File: src/rtl/frame_sync_unpack_pkg.sv
// Frame format constants and sync FSM states shared by the packet serialiser and deserialiser.
package frame_pkg;

    localparam int SIZE_BIT_PACK   = 1976;
    localparam int SIZE_INPUT_BIT  = 1;
    localparam int SIZE_OUTPUT_BIT = 8;
    localparam int SIZE_PREAMBLE   = 32;
    localparam logic [SIZE_PREAMBLE-1:0] PREAMBLE = 32'hCF80AA31;
    localparam int MAX_ERR         = 2;

    typedef enum logic {
        SEARCH,
        PAYLOAD
    } sync_state_t;

endpackage

File: src/rtl/frame_sync_unpack_correlator.sv
// Tolerant sync-word detector: flags a window within MAX_ERR bit errors of the preamble,
// separately for normal and inverted line polarity.
module preamble_correlator #(
    parameter int WIDTH   = frame_pkg::SIZE_PREAMBLE,
    parameter int MAX_ERR = frame_pkg::MAX_ERR
) (
    input  logic [WIDTH-1:0] sr_n,
    input  logic [WIDTH-1:0] preamble,
    output logic             match_pos,
    output logic             match_neg
);
    import frame_pkg::*;

    localparam int CNT_W = $clog2(WIDTH + 1);

    logic [CNT_W-1:0] err_pos;
    logic [CNT_W-1:0] err_neg;

    // Hamming distance of the candidate window to the sync word and to its complement
    always_comb begin
        err_pos = '0;
        err_neg = '0;
        for (int i = 0; i < WIDTH; i++) begin
            err_pos = err_pos + CNT_W'(sr_n[i] ^ preamble[i]);
            err_neg = err_neg + CNT_W'(sr_n[i] ~^ preamble[i]);
        end
    end

    assign match_pos = (err_pos <= CNT_W'(MAX_ERR));
    assign match_neg = (err_neg <= CNT_W'(MAX_ERR));

endmodule

File: src/rtl/frame_sync_unpack.sv
// Serial receive path: hunts for the preamble in either polarity, then packs a fixed-length
// payload MSB-first into bytes delivered through a single-entry valid/ready output register.
module frame_sync_unpack #(
    parameter int SIZE_BIT_PACK   = frame_pkg::SIZE_BIT_PACK,
    parameter int SIZE_INPUT_BIT  = frame_pkg::SIZE_INPUT_BIT,
    parameter int SIZE_OUTPUT_BIT = frame_pkg::SIZE_OUTPUT_BIT,
    parameter int SIZE_PREAMBLE   = frame_pkg::SIZE_PREAMBLE,
    parameter logic [SIZE_PREAMBLE-1:0] PREAMBLE = frame_pkg::PREAMBLE,
    parameter int MAX_ERR         = frame_pkg::MAX_ERR,
    parameter int LENGTHE_OUTPUT  = SIZE_BIT_PACK / SIZE_OUTPUT_BIT
) (
    input  logic                       i_clk,
    input  logic                       i_reset,
    input  logic [SIZE_INPUT_BIT-1:0]  i_data,
    input  logic                       i_valid_input,
    output logic                       o_ready,
    output logic [SIZE_OUTPUT_BIT-1:0] o_data,
    output logic                       o_valid,
    input  logic                       i_ready_output,
    output logic                       o_sop,
    output logic                       o_eop,
    output logic                       o_lock
);
    import frame_pkg::*;

    localparam int BIT_CNT_W  = $clog2(SIZE_OUTPUT_BIT);
    localparam int BYTE_CNT_W = $clog2(LENGTHE_OUTPUT);

    sync_state_t                state;
    sync_state_t                state_next;
    logic [SIZE_PREAMBLE-1:0]   sr;
    logic [SIZE_PREAMBLE-1:0]   sr_n;
    logic                       inv;
    logic [BIT_CNT_W-1:0]       bit_cnt;
    logic [SIZE_OUTPUT_BIT-1:0] byte_sr;
    logic [SIZE_OUTPUT_BIT-1:0] byte_n;
    logic [BYTE_CNT_W-1:0]      byte_cnt;
    logic                       accept;
    logic                       consume;
    logic                       byte_done;
    logic                       last_byte;
    logic                       match_pos;
    logic                       match_neg;

    assign accept    = i_valid_input && o_ready;
    assign consume   = o_valid && i_ready_output;
    assign sr_n      = {sr[SIZE_PREAMBLE-2:0], i_data[0]};
    assign byte_n    = {byte_sr[SIZE_OUTPUT_BIT-2:0], i_data[0] ^ inv};
    assign byte_done = accept && (state == PAYLOAD) && (bit_cnt == BIT_CNT_W'(SIZE_OUTPUT_BIT - 1));
    assign last_byte = (byte_cnt == BYTE_CNT_W'(LENGTHE_OUTPUT - 1));

    // Stall the line only when the byte about to complete has nowhere to go
    assign o_ready = !((state == PAYLOAD) && (bit_cnt == BIT_CNT_W'(SIZE_OUTPUT_BIT - 1)) &&
                       o_valid && !i_ready_output);
    assign o_lock  = (state == PAYLOAD);

    preamble_correlator #(
        .WIDTH   (SIZE_PREAMBLE),
        .MAX_ERR (MAX_ERR)
    ) u_correlator (
        .sr_n      (sr_n),
        .preamble  (PREAMBLE),
        .match_pos (match_pos),
        .match_neg (match_neg)
    );

    // Sync state register
    always_ff @(posedge i_clk) begin
        if (i_reset) begin
            state <= SEARCH;
        end else begin
            state <= state_next;
        end
    end

    // Lock on a tolerant preamble hit, release once the final payload byte is packed
    always_comb begin
        state_next = state;
        case (state)
            SEARCH:  if (accept && (match_pos || match_neg)) state_next = PAYLOAD;
            PAYLOAD: if (byte_done && last_byte)             state_next = SEARCH;
        endcase
    end

    // Preamble window, polarity flag and the bit/byte position inside the payload
    always_ff @(posedge i_clk) begin
        if (i_reset) begin
            sr       <= '0;
            inv      <= 1'b0;
            bit_cnt  <= '0;
            byte_sr  <= '0;
            byte_cnt <= '0;
        end else if (accept) begin
            if (state == SEARCH) begin
                sr       <= sr_n;
                bit_cnt  <= '0;
                byte_cnt <= '0;
                if (match_pos) begin
                    inv <= 1'b0;
                end else if (match_neg) begin
                    inv <= 1'b1;
                end
            end else begin
                byte_sr <= byte_n;
                if (byte_done) begin
                    bit_cnt <= '0;
                    if (last_byte) begin
                        byte_cnt <= '0;
                        sr       <= '0;
                    end else begin
                        byte_cnt <= byte_cnt + BYTE_CNT_W'(1);
                    end
                end else begin
                    bit_cnt <= bit_cnt + BIT_CNT_W'(1);
                end
            end
        end
    end

    // Single-entry output register; a load may coincide with the consume of the previous byte
    always_ff @(posedge i_clk) begin
        if (i_reset) begin
            o_valid <= 1'b0;
            o_data  <= '0;
            o_sop   <= 1'b0;
            o_eop   <= 1'b0;
        end else if (byte_done) begin
            o_valid <= 1'b1;
            o_data  <= byte_n;
            o_sop   <= (byte_cnt == '0);
            o_eop   <= last_byte;
        end else if (consume) begin
            o_valid <= 1'b0;
        end
    end

endmodule
File: config.mk
export PLATFORM = sky130hd
export DESIGN_NAME = frame_sync_unpack
export DESIGN_NICKNAME = d
export VERILOG_FILES = /design/src/rtl/frame_sync_unpack_pkg.sv /design/src/rtl/frame_sync_unpack_correlator.sv /design/src/rtl/frame_sync_unpack.sv
export SDC_FILE = /design/constraint.sdc
export NUM_CORES = 1
export LEC_CHECK = 0
export ABC_AREA = 0
export BUFFER_PORTS_ARGS = -buffer_cell sky130_fd_sc_hd__buf_2
export CORE_ASPECT_RATIO = 1.4
export CORE_MARGIN = 10
export CORE_UTILIZATION = 36
export DETAILED_ROUTE_END_ITERATION = 6
export GPL_ROUTABILITY_DRIVEN = 0
export PLACE_DENSITY = 0.59
export SKIP_LAST_GASP = 1
export SYNTH_ARGS = -nofsm -noshare
export SYNTH_HDL_FRONTEND = slang
export SYNTH_HIERARCHICAL = 1
export SYNTH_SLANG_ARGS = --single-unit
File: constraint.sdc
create_clock -name i_clk -period 13.2 [get_ports i_clk]
set_input_delay 3.96 -clock i_clk [delete_from_list [all_inputs] [get_ports i_clk]]
set_output_delay 3.96 -clock i_clk [all_outputs]
set_load 0.005 [all_outputs]
* Yosys cells after proc, flatten, opt, wreduce, memory -nomap -nowiden *
Index checks and enable logic that the tools add are counted.

word-level totals
  bits in registers = 62
  input port bits = 5
  output and inout port bits = 13
  logic and storage cells = 148

cells by class
  $add $sub $neg = 64
  magnitude comparators = 2
  equal/unequal tests = 4
  multiplexer cells = 15
  bitwise operators = 34
  reduce and logical (&&, ||, !) cells = 19

operators by type and width
  operator                                                                           number
  6-bit adder                                                                        31
  6-bit by 1-bit adder with 6-bit output                                             29
  1-bit NOT with 6-bit output                                                        18
  31-bit 2-to-1 mux                                                                  3
  8-bit 2-to-1 mux                                                                   3
  1-bit NOT                                                                          15
  6-bit by 2-bit less-or-equal comparator with 1-bit output (second input constant)  2
  1-bit logical AND                                                                  9
  8-bit by 1-bit adder with 8-bit output (second input constant)                     1
  8-bit == test (second input constant)                                              1
  8-bit logical NOT                                                                  1
  1-bit 2-to-1 mux                                                                   6
  3-bit 2-to-1 mux                                                                   2
  3-bit AND reduction                                                                2
  2-bit by 1-bit != test with 1-bit output (second input constant)                   2
  2-bit AND reduction                                                                2
  2-bit nonzero test                                                                 2
  2-bit by 1-bit adder with 3-bit output                                             1
  3-bit by 1-bit adder with 3-bit output (second input constant)                     1
  3-bit == test (second input constant)                                              1
  1-bit by 1-bit adder with 2-bit output                                             1
  1-bit logical NOT                                                                  2
  1-bit case mux with 2 select lines                                                 1
  1-bit logical OR                                                                   1
  1-bit bitwise XOR                                                                  1

* Logic depth before layout (Yosys ltp) *
  word-level depth = 37
  mapped depth = 20
  mapped depth without buffers = 20

* Modules after synthesis *
The synthesis kept the hierarchy.

modules (own cells, without submodules)
  module               times used  cells an instance  area each (um2)  sequential area each (um2)
  frame_sync_unpack    1           230                2331.0           1241.2
  preamble_correlator  1           187                1894.3           0.0

* Worst setup path after synthesis *
No wires, ideal clock.

  path type = in2reg
  start point = input port i_data
  end point = register state, in the netlist o_lock
  setup time = 0.095 ns
  arrival = 9.491 ns
  required time = 13.105 ns
  setup slack = 3.613 ns
  stages = 17
  buffers on the path = 0
  path through = xnor2_1 > fa_1 > fa_1 > fa_1 > fa_1 > fa_1 > fa_1 > fa_1 > inv_1 > fa_1 > ha_1 > inv_1 > fa_1 > a211o_1 > a21oi_1 > o21ai_0 > a221oi_1

between the ends
  word-level cells in the longest chain between the ends = 37
  elaborated cells between the ends (all ways) = 69
  those cells by class = 62 x add/sub; 2 x order compare; 2 x mux; 1 x bitwise; 2 x reduce/logical

RTL lines
  item                                                       RTL line                            source
  from (decl)                                                frame_sync_unpack.sv:14             input logic [SIZE_INPUT_BIT-1:0] i_data,
  1-bit NOT (no line)                                        -
  1-bit by 1-bit adder with 2-bit output                     frame_sync_unpack_correlator.sv:24  err_pos = err_pos + CNT_W'(sr_n[i] ^ preamble[i]);
  2-bit by 1-bit adder with 3-bit output                     frame_sync_unpack_correlator.sv:24
  6-bit by 1-bit adder with 6-bit output (29 in a row)       frame_sync_unpack_correlator.sv:24
  6-bit by 2-bit less-or-equal comparator with 1-bit output  frame_sync_unpack_correlator.sv:29  assign match_pos = (err_pos <= CNT_W'(MAX_ERR));
  named net match_pos                                        frame_sync_unpack.sv:42             logic match_pos;
  1-bit logical OR                                           frame_sync_unpack.sv:80             SEARCH: if (accept && (match_pos || match_neg)) state_next = PAYLOAD;
  1-bit logical AND                                          frame_sync_unpack.sv:80
  1-bit 2-to-1 mux                                           frame_sync_unpack.sv:80
  1-bit case mux with 2 select lines                         frame_sync_unpack.sv:79             case (state)
  to (signal assigned)                                       frame_sync_unpack.sv:72             state <= state_next;
  to (decl)                                                  frame_sync_unpack.sv:29             sync_state_t state;

The timed path passes the listed nets, and every way through them passes these cells.
A chain may end at the register's enable or synchronous reset.

* Worst setup path after layout *
Same ends and word-level chain as after synthesis.

==> results.yml <==
run_status:
  status: "complete, no violations"
drt:
  first_pass_iters: 4
  post_drt_wl_per_cell_um: 13.11
  vias: 2923
  antenna_left: 0
  drt_iter0_markers: 92
  drt-vias-per-instance: 4.730
  drcViolationCount: 0
  wl_mm: 8.105
global_routing:
  use_met1_pct: 11.75
  grt.busiest_layer: "met2"
  grt_max_degree: 34
  use_met2_pct: 18.83
  grt_pass1_vias: 3016
  overflow: 0
  grt_pass1_wl_mm: 14.52
  antenna_found_initial: 0
  grtUsageMet3_pct: 3.060
  track_usage_pct: 10.73
setup_path:
  crit_chain: "buf_2, xnor2_1, fa_1, fa_1, fa_1, fa_1, fa_1, fa_1, fa_1, inv_1, fa_1, ha_1, inv_1, fa_1, nand2b_1, o2111ai_1, a21oi_1, o21ai_0, a221oi_1"
  r2r-start: "sr[1]$_SDFFE_PP0P_"
  slowest_delay_ns: 0.60
  worst_r2r_endpoint: "o_lock$_SDFF_PP0_"
  end_kind: "register"
  critPathRequiredTime_ns: 13.43
  critPathKind: "primary input to register"
  reg2reg_slack_ns: 6.79
  worst_ep_arrival_time_ns: 9.93
  startpoint: "i_data"
  cp_top_family: "adder cells"
  crit_fanout: 4
  cp-start-kind: "primary input"
  worst-path-buf-inv: 3
  critical_path.slowest_cell: "fa_1"
  cp_common_cell: "fa_1"
  reg2regPathDepth: 18
floorplanning:
  die_h_um: 148.2
  io_pins: 18
  core_area_um2: 11400
  std_cell_rows: 46
  initial_core_util_pct: 37.08
  die_x_um: 111.6
  die_area_um2: 16530
hold_path:
  hp-start: "o_data[2]$_SDFFE_PP0P_"
  holdPathStages: 2
  hp-class: "register to register"
  worstHoldEndpoint: "o_data[2]$_SDFFE_PP0P_"
clocking:
  clock-sinks: 62
  cts_tree: "done"
  post-cts-setup-buffer-count: 0
  htree_levels: 3
  clk_pin_slew_worst_paths_ns: 0.05
  cts-root-buf: "clkbuf_16"
  cts_buffers: 9
  ctsResizeCount: 0
  clk_path_buf_depth: 2
  insertion_delay_ns: 0.33
  hold_buffers: 0
pwr:
  max-vdd-ir-drop_mv: 0.1008
  report.power.total_w: 0.001066
  power_density_nw_per_um2: 215.3
  power.leakage_nw: 2.277
yosys:
  synthArstFlopShare_pct: 0
  avgSynthCellArea_um2: 10.13
  ys_top_cells_by_area: "dfxtp_1 29%, fa_1 23%, ha_1 7.1%, inv_1 6.7%, a22o_1 6.6%"
  yosysSeqAreaShare_pct: 29.38
  synth_area_um2: 4225
  synthDistinctLibCells: 45
  synth_cells: 417
  synth-edff-count: 0
  ys.warnings.count: 6
  ys_ff_latch: 62
  yosys.area.top_type_share_pct: 29.38
  post-synth-top-area-cell: "dfxtp_1"
  synth_flop_cell: "dfxtp_1"
placement:
  detailed_place_hpwl_mm: 6.386
  io_buffers: 17
final_layout:
  drive_gt1_share_pct: 9.705
  synthToLayoutAreaGrowth_pct: 17.18
  nets: 548
  diodes: 0
  layout_commonest_cell: "inv_1"
  final_cell_mix: "75 x inv_1, 62 x dfxtp_1, 49 x fa_1"
timing:
  slew_headroom_pct: 24.02
  final.min_clock_period_ns: 9.708
  rsz0062_at_grt: "no"
  finalSetupViolCount: 0
  setup-tns-final_ns: 0
  drv_slew: 0
  fin_skew_ns: 0.008617
  tightest_slew_ns: 1.130
  finalHoldViolCount: 0
  max_freq_mhz: 103.0
  min_period_over_period_pct: 73.55
job:
  cap_viol_max_count: 0
-- where the power goes --
part / switching (W) / internal [W] / total [W]
combinational: 0.000320 / 0.000271 / 0.000592
sequential: 0.00000271 / 0.000190 / 0.000192
clock: 0.0000834 / 0.000199 / 0.000282
total: 0.000406 / 0.000660 / 0.00107
-- how the worst max path moves through the flow --
stage | end | depth (start not counted)
2_1_floorplan | o_lock$_SDFF_PP0_ | 17
3_3_place_gp | o_lock$_SDFF_PP0_ | 18
3_5_place_dp | o_lock$_SDFF_PP0_ | 18
4_1_cts | o_lock$_SDFF_PP0_ | 19
5_1_grt | o_lock$_SDFF_PP0_ | 19
6_report | o_lock$_SDFF_PP0_ | 19
-- worst min-delay path: stages (launching register included) --
cell and delay (ns):
dfxtp_1 0.30, nand2_1 0.05, a21oi_1 0.05
-- sequential cells by signal, indices dropped and copies added (netlist names) --
register  flops
sr           31
bit_cnt       3
o_sop         1
byte_sr       7
o_data        8
o_valid       1
o_lock        1
o_eop         1
inv           1
byte_cnt      8
-- logic make-up after synthesis --
family | share of synthesized area (%)
DFF | 29.38
muxes | 2.132
xor gates and xnor gates | 8.291
adders and majority gates | 30.32
AOI/OAI and AO/OA | 13.38
other | 0.1777
and+or+nand+nor | 8.291
buffers and inverters | 8.025
-- metal layers --
| layer | part of all wire (%) | vias to the layer above | wire length (um) |
|---|---|---|---|
| li1 | - | 1436 | - |
| met4 | 2.2 | 0 | 176 |
| met2 | 52 | 41 | 4236 |
| met5 | 0 | - | 0 |
| met3 | 3.4 | 9 | 277 |
| met1 | 42 | 1437 | 3415 |
-- per-stage QoR --
| step | worst slack (ns) | std cells | utilization (%) | hold WS (ns) | cell area [um2] |
|---|---|---|---|---|---|
| floorplan | 3.613 | 453 | - | 0.4315 | 4360 |
| global placement | 3.303 | 603 | 40.32 | 0.4395 | 4594 |
| detailed placement | 3.177 | 603 | 40.32 | 0.4460 | 4594 |
| CTS | 3.486 | 618 | 43.45 | 0.4528 | 4951 |
| global route | 3.206 | 618 | 43.45 | 0.4704 | 4951 |
| finish | 3.492 | 618 | 43.45 | 0.4502 | 4951 |
-- area by class of cell --
| type | instances | area (um2) |
|---|---|---|
| clock buffer | 12 | 266.5 |
| multi-input combinational | 303 | 2791 |
| sequential | 62 | 1241 |
| clock inverter | 3 | 90.09 |
| timing repair buffer | 19 | 100.1 |
| tap | 144 | 180.2 |
| fill | 1148 | 6445 |
| inverter | 75 | 281.5 |
-- Yosys cell counts, drive strengths merged, types with 3 or more instances --
| master | count |
|---|---|
| a2111oi | 3 |
| a21o | 3 |
| a21oi | 19 |
| a22o | 32 |
| buf | 7 |
| clkbuf | 6 |
| dfxtp | 62 |
| fa | 49 |
| ha | 24 |
| inv | 75 |
| mux2i | 9 |
| nand2 | 23 |
| nand3 | 7 |
| nand4 | 4 |
| nor2 | 12 |
| nor3 | 5 |
| o21ai | 8 |
| or3 | 4 |
| or4 | 3 |
| xnor2 | 23 |
| xor2 | 17 |
No activity file was read; power rests on OpenSTA's default activity.
